**src/rtl/hazard_pkg.sv**
```systemverilog
// Shared definitions for the hazard / forwarding unit.
//   state_e     : load-use stall FSM states
//   SEL_REGFILE : forward-select code meaning "read from register file"
//   sel_width   : width of a forward select able to name buffers 1..n plus 0
package hazard_pkg;

   typedef enum logic {
      RUN   = 1'b0,
      STALL = 1'b1
   } state_e;

   localparam int SEL_REGFILE = 0;

   function automatic int sel_width(input int num_stages);
      return (num_stages < 1) ? 1 : $clog2(num_stages + 1);
   endfunction

endpackage

```
**src/rtl/fwd_match.sv**
```systemverilog
// Priority matcher for one ALU operand.
// Ports:
//   src_i       : operand register address
//   used_i      : operand is actually read
//   stage_wb_i  : per-buffer write-back enable (bit k-1 = buffer k)
//   stage_dst_i : per-buffer destination (slice k-1 = buffer k)
//   sel_o       : 0 = register file, k = youngest matching buffer k
//   hit1_o      : operand matches buffer 1 (youngest)
module fwd_match
   import hazard_pkg::*;
#(
   parameter int REG_ADDR_W = 3,
   parameter int NUM_STAGES = 2,
   parameter int ZERO_REG   = 1,
   localparam int SEL_W     = sel_width(NUM_STAGES)
) (
   input  logic [REG_ADDR_W-1:0]            src_i,
   input  logic                             used_i,
   input  logic [NUM_STAGES-1:0]            stage_wb_i,
   input  logic [NUM_STAGES*REG_ADDR_W-1:0] stage_dst_i,
   output logic [SEL_W-1:0]                 sel_o,
   output logic                             hit1_o
);

   logic                  src_live;
   logic [NUM_STAGES-1:0] hit;

   // A hard-wired zero register is never produced by any buffer.
   assign src_live = used_i && !((ZERO_REG != 0) && (src_i == '0));

   always_comb begin
      hit = '0;
      for (int k = 0; k < NUM_STAGES; k++) begin
         hit[k] = src_live && stage_wb_i[k] &&
                  (stage_dst_i[k*REG_ADDR_W +: REG_ADDR_W] == src_i);
      end
   end

   // Scan oldest to youngest so the youngest match overwrites older ones.
   always_comb begin
      sel_o = SEL_W'(SEL_REGFILE);
      for (int k = NUM_STAGES - 1; k >= 0; k--) begin
         if (hit[k]) begin
            sel_o = SEL_W'(k + 1);
         end
      end
   end

   assign hit1_o = hit[0];

endmodule

```
**src/rtl/hazard_forward_unit.sv**
```systemverilog
// Data-hazard unit: operand forwarding selects plus load-use stall control.
// Ports:
//   clk, rst                 : clock, synchronous active-high reset
//   id_valid                 : decode-stage instruction present
//   id_src1/2, id_src1/2_used: operand addresses and read enables
//   stage_wb/load/dst        : downstream buffer info (buffer 1 = youngest)
//   flush                    : squash decode instruction, abort any stall
//   stall                    : hold PC and decode (combinational)
//   ex_bubble                : execute stage holds a bubble (registered)
//   fwd_sel1/2               : ALU operand source, 0 = regfile (registered)
//
// state | meaning
// ------+-----------------------------------------------------------
// RUN   | normal flow; a load-use hazard stalls this same cycle
// STALL | holding decode for the remaining load-latency cycles
module hazard_forward_unit
   import hazard_pkg::*;
#(
   parameter int REG_ADDR_W   = 3,
   parameter int NUM_STAGES   = 2,
   parameter int LOAD_LATENCY = 1,
   parameter int ZERO_REG     = 1,
   localparam int SEL_W       = sel_width(NUM_STAGES)
) (
   input  logic                             clk,
   input  logic                             rst,
   input  logic                             id_valid,
   input  logic [REG_ADDR_W-1:0]            id_src1,
   input  logic [REG_ADDR_W-1:0]            id_src2,
   input  logic                             id_src1_used,
   input  logic                             id_src2_used,
   input  logic [NUM_STAGES-1:0]            stage_wb,
   input  logic [NUM_STAGES-1:0]            stage_load,
   input  logic [NUM_STAGES*REG_ADDR_W-1:0] stage_dst,
   input  logic                             flush,
   output logic                             stall,
   output logic                             ex_bubble,
   output logic [SEL_W-1:0]                 fwd_sel1,
   output logic [SEL_W-1:0]                 fwd_sel2
);

   localparam logic [2:0] LAT_M1 = 3'(LOAD_LATENCY - 1);

   state_e           state_q, state_d;
   logic [2:0]       cnt_q, cnt_d;
   logic [SEL_W-1:0] sel1_c, sel2_c;
   logic             hit1_a, hit1_b;
   logic             hazard;
   logic             ex_bubble_q;
   logic [SEL_W-1:0] fwd_sel1_q, fwd_sel2_q;
   logic             unused_stage_load;

   // Only buffer 1 can cause a load-use stall; older loads forward normally.
   assign unused_stage_load = ^stage_load;

   fwd_match #(
      .REG_ADDR_W (REG_ADDR_W),
      .NUM_STAGES (NUM_STAGES),
      .ZERO_REG   (ZERO_REG)
   ) u_match_src1 (
      .src_i       (id_src1),
      .used_i      (id_src1_used),
      .stage_wb_i  (stage_wb),
      .stage_dst_i (stage_dst),
      .sel_o       (sel1_c),
      .hit1_o      (hit1_a)
   );

   fwd_match #(
      .REG_ADDR_W (REG_ADDR_W),
      .NUM_STAGES (NUM_STAGES),
      .ZERO_REG   (ZERO_REG)
   ) u_match_src2 (
      .src_i       (id_src2),
      .used_i      (id_src2_used),
      .stage_wb_i  (stage_wb),
      .stage_dst_i (stage_dst),
      .sel_o       (sel2_c),
      .hit1_o      (hit1_b)
   );

   // Decode inputs are only evaluated in RUN.
   assign hazard = (state_q == RUN) && id_valid && !flush &&
                   stage_load[0] && (hit1_a || hit1_b);

   always_ff @(posedge clk) begin
      if (rst) begin
         state_q <= RUN;
         cnt_q   <= 3'd0;
      end else begin
         state_q <= state_d;
         cnt_q   <= cnt_d;
      end
   end

   // The RUN cycle that detects the hazard is itself the first stall cycle,
   // so STALL covers LOAD_LATENCY-1 further cycles: it leaves on the edge
   // where the counter decrements to zero.
   always_comb begin
      state_d = state_q;
      cnt_d   = cnt_q;
      if (flush) begin
         state_d = RUN;
         cnt_d   = 3'd0;
      end else begin
         unique case (state_q)
            RUN: begin
               if (hazard && (LAT_M1 != 3'd0)) begin
                  state_d = STALL;
                  cnt_d   = LAT_M1;
               end else begin
                  cnt_d   = 3'd0;
               end
            end
            STALL: begin
               if (cnt_q <= 3'd1) begin
                  state_d = RUN;
                  cnt_d   = 3'd0;
               end else begin
                  cnt_d   = cnt_q - 3'd1;
               end
            end
            default: begin
               state_d = RUN;
               cnt_d   = 3'd0;
            end
         endcase
      end
   end

   always_comb begin
      stall = 1'b0;
      if (!flush) begin
         stall = (state_q == STALL) || hazard;
      end
   end

   always_ff @(posedge clk) begin
      if (rst || stall || flush || !id_valid) begin
         fwd_sel1_q  <= SEL_W'(SEL_REGFILE);
         fwd_sel2_q  <= SEL_W'(SEL_REGFILE);
         ex_bubble_q <= 1'b1;
      end else begin
         fwd_sel1_q  <= sel1_c;
         fwd_sel2_q  <= sel2_c;
         ex_bubble_q <= 1'b0;
      end
   end

   assign fwd_sel1  = fwd_sel1_q;
   assign fwd_sel2  = fwd_sel2_q;
   assign ex_bubble = ex_bubble_q;

endmodule

```
**config.mk**
```make
export PLATFORM = sky130hd
export DESIGN_NAME = hazard_forward_unit
export DESIGN_NICKNAME = d
export VERILOG_FILES = /design/src/rtl/hazard_pkg.sv /design/src/rtl/fwd_match.sv /design/src/rtl/hazard_forward_unit.sv
export SDC_FILE = /design/constraint.sdc
export NUM_CORES = 1
export LEC_CHECK = 0
export ABC_AREA = 1
export BUFFER_PORTS_ARGS = -buffer_cell sky130_fd_sc_hd__buf_2
export CAP_MARGIN = 10
export CORE_AREA = 8 8 45 47
export DETAILED_ROUTE_END_ITERATION = 6
export DIE_AREA = 0 0 53 55
export GPL_ROUTABILITY_DRIVEN = 1
export PLACE_DENSITY = 0.81
export SLEW_MARGIN = 15
export SYNTH_ARGS = -nofsm -noshare
export SYNTH_HDL_FRONTEND = slang
export SYNTH_SLANG_ARGS = --single-unit
```
**constraint.sdc**
```tcl
create_clock -name clk -period 2.3 [get_ports clk]
set_input_delay 0.46 -clock clk [delete_from_list [all_inputs] [get_ports clk]]
set_output_delay 0.46 -clock clk [all_outputs]
set_load 0.02 [all_outputs]
```
# Word-level counts from Yosys, hierarchy flattened
# Cells that the tools add are included.
[classes] add_sub_neg=1 n_mux=9 n_reduce_logical=29 bitwise_logic=1 n_eq_ne=4 order_cmp=1
[op_table] op="logical AND 1 bit" count=14
[op_table] op="equality test 3 bit" count=4
[op_table] op="logical NOT 3 bit" count=2
[op_table] op="one-hot mux 3 bit (2 select lines)" count=1
[op_table] op="OR reduction 2 bit" count=3
[op_table] op="logical OR 1 bit" count=5
[op_table] op="two-way mux 1 bit" count=5
[op_table] op="logical NOT 1 bit" count=4
[op_table] op="two-way mux 2 bit" count=2
[op_table] op="<= comparator 3 x 1 -> 1 bit, second input constant" count=1
[op_table] op="two-way mux 3 bit" count=1
[op_table] op="OR reduction 3 bit" count=1
[op_table] op="subtractor 3 x 1 -> 3 bit, second input constant" count=1
[op_table] op="NOT 1 bit" count=1
[word_totals] word_cells=52 in_bits=22 register_bits=9 out_inout_bits=6

# Depth between registers and ports, before layout
# Gate-level depths: netlist of the first run.
[logic_depth] ltp_word=13 depth_mapped=9 depth_no_buf=9

# Cells and area by module
# From an unflattened synthesis of the first run, not the netlist that was laid out.
[hier_totals] cells_unflattened=115 area_unflattened_um2=681.9
[modules_own_cells] mod="hazard_forward_unit" cells_each=45 instances=1 seq_area_each_um2=180.2 area_per_inst_um2=369.1
[modules_own_cells] mod="fwd_match" cells_each=35 instances=2 seq_area_each_um2=0.0 area_per_inst_um2=156.4

# Least setup slack after synthesis of the first run
# Ideal clock, no wire load.
[synth_timing] kind="input to output" from="input port id_src2[0]" to="output port stall" path_stages=6 n_path_buf=0 t_arrival_ns=1.184 setup_slack_ns=0.656 t_required_ns=1.840 path_cell_list="inv_1 > a21boi_1 > nand3_1 > nand2_1 > nand2_2 > a21oi_2"
[synth_between] elab_chain_cells=9 elab_cells_between_ends=10 cone_classes="eq/ne: 1; mux: 1; reduce/logical: 8"
[synth_lines] element="start: declaration" line_no="hazard_forward_unit.sv:29" rtl="input logic [REG_ADDR_W-1:0] id_src2,"
[synth_lines] element="logical NOT 3 bit" line_no="fwd_match.sv:29" rtl="assign src_live = used_i && !((ZERO_REG != 0) && (src_i == '0));"
[synth_lines] element="logical NOT 1 bit" line_no="fwd_match.sv:29"
[synth_lines] element="logical AND 1 bit" line_no="fwd_match.sv:29"
[synth_lines] element="logical AND 1 bit" line_no="fwd_match.sv:34" rtl="hit[k] = src_live && stage_wb_i[k] &&"
[synth_lines] element="logical AND 1 bit *" line_no="fwd_match.sv:34"
[synth_lines] element="logical OR 1 bit *" line_no="hazard_forward_unit.sv:84" rtl="stage_load[0] && (hit1_a || hit1_b);"
[synth_lines] element="logical AND 1 bit *" line_no="hazard_forward_unit.sv:84"
[synth_lines] element="logical OR 1 bit *" line_no="hazard_forward_unit.sv:134" rtl="stall = (state_q == STALL) || hazard;"
[synth_lines] element="two-way mux 1 bit *" line_no="hazard_forward_unit.sv:133" rtl="if (!flush) begin"
[synth_lines] element="end: declaration" line_no="hazard_forward_unit.sv:36" rtl="output logic stall,"
# Every way passes the cells marked *; elsewhere a longest branch is shown, timed or not.

# Worst setup path after layout of the first run
# Same ends and word-level chain as after synthesis.

==> results summary, run 1 <==
The run finished with clean final reports. The clock slew at the register clock pins of the worst setup and hold paths is 0.06 ns. The number of endpoints with negative hold slack in the final report is 0. TritonCTS built the clock tree. The number of pins with negative max-slew slack in the final report is 0.

Once detail routing completed, the nets flagged for antenna violations numbered 0. The number of standard-cell rows in the floorplan is 14. The endpoint type of the worst setup path is an output pin. The total area of sequential cells came out at 180 sq um. The leakage power came out at 0.000386 uW. The area of the core region is 1380 sq um.

The total die area came out at 2920 sq um. The biggest area contributor in the post-synthesis netlist is dfxtp_1. In this run, the number of DRC markers left after iteration 0 of detailed routing was 3.

The slack of the critical path came out at 0.409 ns. The height of the chip came out at 55 um. The placed instances occupy a cell area of 696 sq um. Summed over all failing endpoints, the final setup total negative slack is 0 ns.

Counting distinct cell types in the post-synthesis netlist gives 19. The slack of the worst reg-to-reg path is 1.38 ns. The Yosys step of the flow raised 0 warnings. The placed wire-length estimate came out at 1.17 mm. The number of antenna violations at the first check in global routing is 0. Post-CTS timing repair inserted 0 buffers for setup. Of the synthesized area, sequential elements account for 0.330. The total CTS buffers is 3. Setup violations remaining at the end of the flow were counted as 0.

The number of I/O port buffers came out at 26. The clock period minus final worst setup slack is 1.89 ns. In this run the most critical hold path is launched from cnt_q[0]$_SDFF_PP0_. The final routed DRC violation total is 0. No sink is reached through more buffers than the 2 on the longest clock path. The area of all placed cells without fillers came out at 722 sq um.

The critical register-to-register path startpoint is state_q$_SDFF_PP0_. Setup repair after global routing left no endpoint under its margin. Detailed routing inserted a total of 567 vias. The cell area after synthesis is 546 sq um. The number of antenna repair diodes is 0. The CTS sink count came out at 9. Of the available clock period, the critical path in the final layout requires 0.822. The number of storage elements in the synthesis netlist is 9. The critical path launch point is id_src2[0]. The clock skew after layout came out at 0.00143 ns. The synthesized area per cell is 6.82 sq um.

The hold buffer count at cts came out at 0. The growth of design area from synthesis to finish is 32.3%. The worst hold path class is register to register.

Along the worst path, the maximum fanout reaches 3. 28 I/O pins were placed. The arrival time at the worst endpoint is 1.43 ns. The number of nets in the synthesized netlist is 103. Of the post-synthesis cell area, the dominant cell type holds 0.330. The power consumption is 339 uW. The final-layout worst hold slack came out at 0.417 ns. The fraction of final layout cells with drive strength greater than 1 is 0.327. The detail-routed via count per cell came out at 4.50.

The worst voltage drop across the vdd grid came out at 0.147 mV. The weighted congestion at the end of routability-driven global placement is 0.767. In this run the tightest slew margin relative to its limit is 0.849. The number of H-tree branching levels came out at 1.

The clock reaches the later pin of the worst-skew pair after 0.25 ns. In the final routed layout, each cell accounts on average for 10.4 um. Summing all multi-input logic gate instances after layout gives 309 sq um. For this run, the total global-route usage over all layers was measured as 0.106. The buffer cell driving the clock tree root is clkbuf_4.

The number of filler cells placed in the layout came out at 146. The tool flagged a number of max-cap violations equal to 0. The power density relative to cell area came out at 469 nW/um^2.

The length of the first detailed-routing pass in iterations came out at 4. The global-route congestion overflow total is 0. The count of mapped cells out of synthesis is 80. The number of cells upsized or downsized after cts came out at 0.

STA classifies the critical path startpoint as an input port. The largest net degree at the start of global routing came out at 6. The initial utilization of the core area, before any placement, comes to 0.394. The number of global-route vias before repair was 629. The horizontal die dimension is 53 um. The first-pass GRT wire length is 2.37 mm. The measured slew at the worst slew-check pin came out at 0.224 ns. Yosys attributes the largest share of cell area to dfxtp_1 33%, nand2_1 12%, nor2_1 12%.

Timing analysis after detailed placement gives a worst setup slack of 0.389 ns. Timing would allow up to 529 MHz. The critical path required time is 1.84 ns.

The net total in the final layout is 134. The total routed wirelength is 1.31 mm. By startpoint and endpoint, the worst setup path is classified as input port to output pin.
-- routing by layer --
| layer | routed length [um] | vias up | track usage |
|---|---|---|---|
| met4 | 5 | 0 | 0.0647 |
| li1 | - | 299 | - |
| met1 | 543 | 245 | 0.107 |
| met3 | 126 | 2 | 0.0374 |
| met2 | 630 | 21 | 0.184 |
| met5 | 0 | - | 0 |
-- cells by family after synthesis --
kind of cell / count (synthesis) / share of synthesized area
AND/OR/NAND/NOR: 45 / 0.385
flip-flops: 9 / 0.330
AO/OA/AOI/OAI: 3 / 0.0459
adder cells (fa/ha/maj): 1 / 0.0229
buffers and inverters: 15 / 0.103
XOR/XNOR: 7 / 0.112
-- cells in the final DEF, fill, tap and decap left out --
master,n
a21boi_1,1
a21oi_2,2
buf_2,26
clkbuf_1,1
clkbuf_4,3
dfxtp_1,9
ha_1,1
inv_1,14
inv_2,1
nand2_1,17
nand2_2,1
nand3_1,1
nand3_2,1
nand3_4,1
nand3b_1,1
nand4_1,2
nor2_1,17
nor2_2,1
nor3_1,2
nor3b_1,1
xnor2_1,4
xor2_1,3
-- critical path, cell delays in order --
cell and delay, ns:
buf_2 0.11, inv_1 0.05, nand2_1 0.06, nand2_1 0.06, nor2_1 0.10, nand3_1 0.12, nand2_1 0.11, nand2_2 0.08
a21oi_2 0.12, buf_2 0.17
-- area by class of cell --
class / instances / share of cell area
flip-flops and latches: 9 / 0.250
multi-input cells: 56 / 0.428
clock buffers: 4 / 0.0364
well taps: 16 / 0.0277
inverters: 15 / 0.0780
repair buffers: 26 / 0.180
-- flip-flops by register name (all words and copies together), names as in the netlist --
| register | count |
|---|---|
| ex_bubble | 1 |
| state_q | 1 |
| fwd_sel2 | 2 |
| cnt_q | 3 |
| fwd_sel1 | 2 |
-- metrics by stage --
| stage | cells | util |
|---|---|---|
| after global placement | 122 | 0.503 |
| after global routing | 126 | 0.522 |
| after floorplan | 80 | - |
| after CTS | 126 | 0.522 |
| final | 126 | 0.522 |
| after detailed placement | 122 | 0.503 |
-- path summary, 6_finish.rpt --
path	to	cells after the start
setup / recovery	stall	10
hold / removal	cnt_q[0]$_SDFF_PP0_	1
setup reg to reg	cnt_q[1]$_SDFF_PP0_	4
hold reg to reg	cnt_q[0]$_SDFF_PP0_	1
-- cell usage after synthesis --
cell type / n
nand2_2: 1
dfxtp_1: 9
ha_1: 1
nor2_2: 1
inv_1: 14
nor3b_1: 1
a21boi_1: 1
nor2_1: 17
nor3_1: 2
nand3_2: 1
nand3b_1: 1
xor2_1: 3
nand4_1: 2
nand3_1: 1
xnor2_1: 4
inv_2: 1
nand3_4: 1
a21oi_2: 2
nand2_1: 17
-- where the power goes --
group	total, uW	switching (uW)	leakage [uW]	internal [uW]
clock	116	49.7	0.0000150	66.5
sequential	157	0.179	0.0000727	157
combinational	65.7	35.5	0.000298	30.2
Note: power is estimated with default switching activity, not from simulation.
==> run 2, diff against run 1 <==
--- a/config.mk
+++ b/config.mk
@@ -8,11 +8,11 @@
 export ABC_AREA = 1
 export BUFFER_PORTS_ARGS = -buffer_cell sky130_fd_sc_hd__buf_2
 export CAP_MARGIN = 10
-export CORE_AREA = 8 8 45 47
+export CORE_MARGIN = 8
+export CORE_UTILIZATION = 38
 export DETAILED_ROUTE_END_ITERATION = 6
-export DIE_AREA = 0 0 53 55
 export GPL_ROUTABILITY_DRIVEN = 1
-export PLACE_DENSITY = 0.81
+export PLACE_DENSITY = 0.8
 export SLEW_MARGIN = 15
 export SYNTH_ARGS = -nofsm -noshare
 export SYNTH_HDL_FRONTEND = slang
==> constraint.sdc (replaced) <==
create_clock -name clk -period 1.6 [get_ports clk]
set_input_delay 0.32 -clock clk [delete_from_list [all_inputs] [get_ports clk]]
set_output_delay 0.32 -clock clk [all_outputs]
set_load 0.02 [all_outputs]
==> results summary, run 2 (synthesis gave the netlist of run 1 again) <==
The starting density of the core is 0.414 (+0.0198). The final routed DRC violation total is 0 (unchanged). The number of cells traversed by the worst register-to-register path is 4 (unchanged). The worst voltage drop across the vdd grid is 0.392 mV (+170%).

The clock skew after layout is 0.00204 ns (+0.000607 ns). The worst setup path is captured at an output pin. The length of the first detailed-routing pass in iterations came to 4 (unchanged).

The number of flip-flops in the largest register was 3 (unchanged). The final-layout worst hold slack was 0.322 ns (-0.0950 ns). The measured slew at the worst slew-check pin came to 0.207 ns (-0.0173 ns).

The delay of the slowest cell on the worst path is 0.15 ns (-0.02 ns). The critical path is of the input port to output pin type. The maximum fanout along the worst path came out at 3 (unchanged). The number of antenna repair diodes came out at 0 (unchanged).

The all-layer global routing usage was 0.0954 (-0.0103). The min-delay analysis places its worst path in the category input port to register. The critical path required time is 1.28 ns (-0.56 ns). Among cell families on the critical path, the largest total delay comes from simple AND/OR/NAND/NOR gates.

The number of vias after detailed routing came to 591 (+4.2%). The clock slew at the register clock pins of the worst setup and hold paths is 0.06 ns (about the same). The number of cells on the critical path came out at 10 (unchanged). The placed wire-length estimate came to 1.08 mm (-7.2%).

The number of pins with negative max-slew slack in the final report came out at 0 (unchanged). The total routed wirelength came out at 1.29 mm (-1.0%). The net total in the final layout is 138 (+3.0%). The number of buffers on the longest clock path came out at 2 (unchanged). The detail-routed via count per cell came out at 4.58 (+1.8%). The maximum operating frequency is 650 MHz.

The first-pass GRT wire length came out at 2.14 mm (-9.6%). The horizontal die dimension came out at 53.9 um (+1.7%). The flow ran to the end, and the final reports show no timing, DRC or antenna violations. The placed instance area was 709 sq um (+2.0%). The height of the chip is 53.9 um (-2.0%).

The global-route congestion overflow total is 0 (unchanged). The library cell contributing the largest single delay on the critical path is a21oi_2. The buffer and inverter count on the worst path came to 3 (unchanged). The clock period minus final worst setup slack is 1.54 ns. The final number of setup-violating endpoints came out at 0 (unchanged). The worst register-to-register path begins at state_q$_SDFF_PP0_. The critical path goes through buf_2 > inv_2 > nand2_1 > nand2_1 > nor2_2 > nand3_2 > nand2_2 > nand2_2 > a21oi_2 > buf_6. The normalized max-slew margin is 0.861 (+0.0116). The total die area is 2900 sq um (-0.37%). The worst register-to-register path ends at cnt_q[1]$_SDFF_PP0_. The slack of the worst reg-to-reg path came out at 0.71 ns (-0.67 ns). Compared with the post-synthesis result, the final layout area differs by 45.2%. The number of H-tree branching levels came out at 1 (unchanged).

Leaving out fill and tap cells, the most frequent cells in the layout are 21 x buf_2, 16 x nand2_1, 13 x nor2_1. The area of all placed cells without fillers is 792 sq um (+9.7%). The hold buffer count at cts came out at 0 (unchanged). The total CTS buffers was 3 (unchanged). The arrival time at the worst endpoint was 1.22 ns (-0.21 ns). The number of standard-cell rows in the floorplan came out at 13 (-1). The critical path starts at stage_dst[0]. The number of filler cells placed in the layout came out at 119 (-18%). The number of I/O port buffers came out at 26 (unchanged). The footprint of the multi-input gates is 330 sq um (+6.9%). Of the available clock period, the critical path in the final layout requires 0.962. The startpoint identified for the worst hold timing path is rst. The capturing element of the worst setup path is stall.

The number of top-level design ports is 28 (unchanged). The routed wirelength normalized by instance count was 10.0 um (-3.3%). The clock latency on the worst-skew pair came to 0.26 ns (about the same). The remaining antenna violation count after routing came out at 0 (unchanged). The power density relative to cell area was 636 nW/um^2 (+35%). The fraction of final layout cells with drive strength greater than 1 came out at 0.439 (+0.111). The total area of sequential cells came out at 180 sq um (unchanged).

The number of global-route vias before repair is 560 (-11%). TritonCTS built the clock tree. The number of max-cap violations is 0 (unchanged). The most common cell after layout, fill and taps aside is buf_2. The weighted congestion at the end of routability-driven global placement came out at 0.795 (+3.6%). The number of antenna violations at the first check in global routing was 0 (unchanged).

cnt_q holds more flip-flops than any other register. The number of endpoints with negative hold slack in the final report is 0 (unchanged). The post-route core utilization is 0.601 (+0.0794). The buffer cell driving the clock tree root is clkbuf_4. The leakage power is 0.000405 uW (+5.1%).

The final total negative setup slack was 0 ns (unchanged). The area of the core region came to 1320 sq um (-4.8%). The largest net degree at the start of global routing came to 6 (unchanged).

The initial DRC count is 5 (+2). The CTS sink count came out at 9 (unchanged). The worst setup path is launched from an input port.
## run 2: cell types whose count changed in the layout (fill, tap and decap cells not counted)
cell	previous run	this run
buf_6	0	2
nand2_2	1	2
inv_1	14	11
buf_4	0	7
buf_2	26	21
nand3_2	1	2
nand2_1	17	16
nand3_1	1	0
a21boi_1	1	0
nor2_1	17	13
a21boi_2	0	1
nor2_2	1	5
inv_2	1	4
## run 2: report_power, final
| group | internal (uW) | leakage [uW] | total [uW] | switching (uW) |
|---|---|---|---|---|
| clock network | 95.7 | 0.0000150 | 169 | 73.4 |
| logic | 52.0 | 0.000318 | 109 | 56.7 |
| registers | 226 | 0.0000727 | 226 | 0.231 |
## run 2: final cells by class
cell class	count	share of cell area
Sequential cell	9	0.227
Inverter	15	0.0711
Clock buffer	4	0.0332
Timing Repair Buffer	30	0.227
Tap cell	15	0.0237
Multi-Input combinational cell	56	0.417
## run 2: how the worst min path moves through the flow
| stage | end | slack (ns) | cells after the start |
|---|---|---|---|
| floorplan | cnt_q[0]$_SDFF_PP0_ | 0.39 | 1 |
| global placement | cnt_q[0]$_SDFF_PP0_ | 0.40 | 1 |
| detailed placement | cnt_q[0]$_SDFF_PP0_ | 0.42 | 1 |
| CTS | state_q$_SDFF_PP0_ | 0.31 | 4 |
| global route | state_q$_SDFF_PP0_ | 0.33 | 4 |
| finish | state_q$_SDFF_PP0_ | 0.32 | 4 |
## run 2: worst min-delay path, stage by stage
cell	delay (ns)
buf_2	0.07
nor2_1	0.03
inv_1	0.05
nor3_1	0.05
## run 2: layer usage
layer,up-vias,part of all wire,global-route usage
met5,-,0,0
met4,0,0,0.0252
met3,0,0.089,0.0441
met2,18,0.51,0.160
met1,261,0.40,0.106
li1,312,-,-
## run 2: timing repair
item / CTS / global route
resized for setup: 0 / 17
endpoints found under the setup margin: 0 / 1
setup buffers: 0 / 2
## run 2: stage by stage
| step | cells | setup WS [ns] | power [uW] |
|---|---|---|---|
| floorplan | 80 | 0.236 | 281 |
| global placement | 123 | 0.0425 | 324 |
| detailed placement | 123 | 0.0391 | 326 |
| CTS | 127 | 0.0346 | 497 |
| global route | 129 | -0.0317 | 538 |
| finish | 129 | 0.0610 | 504 |
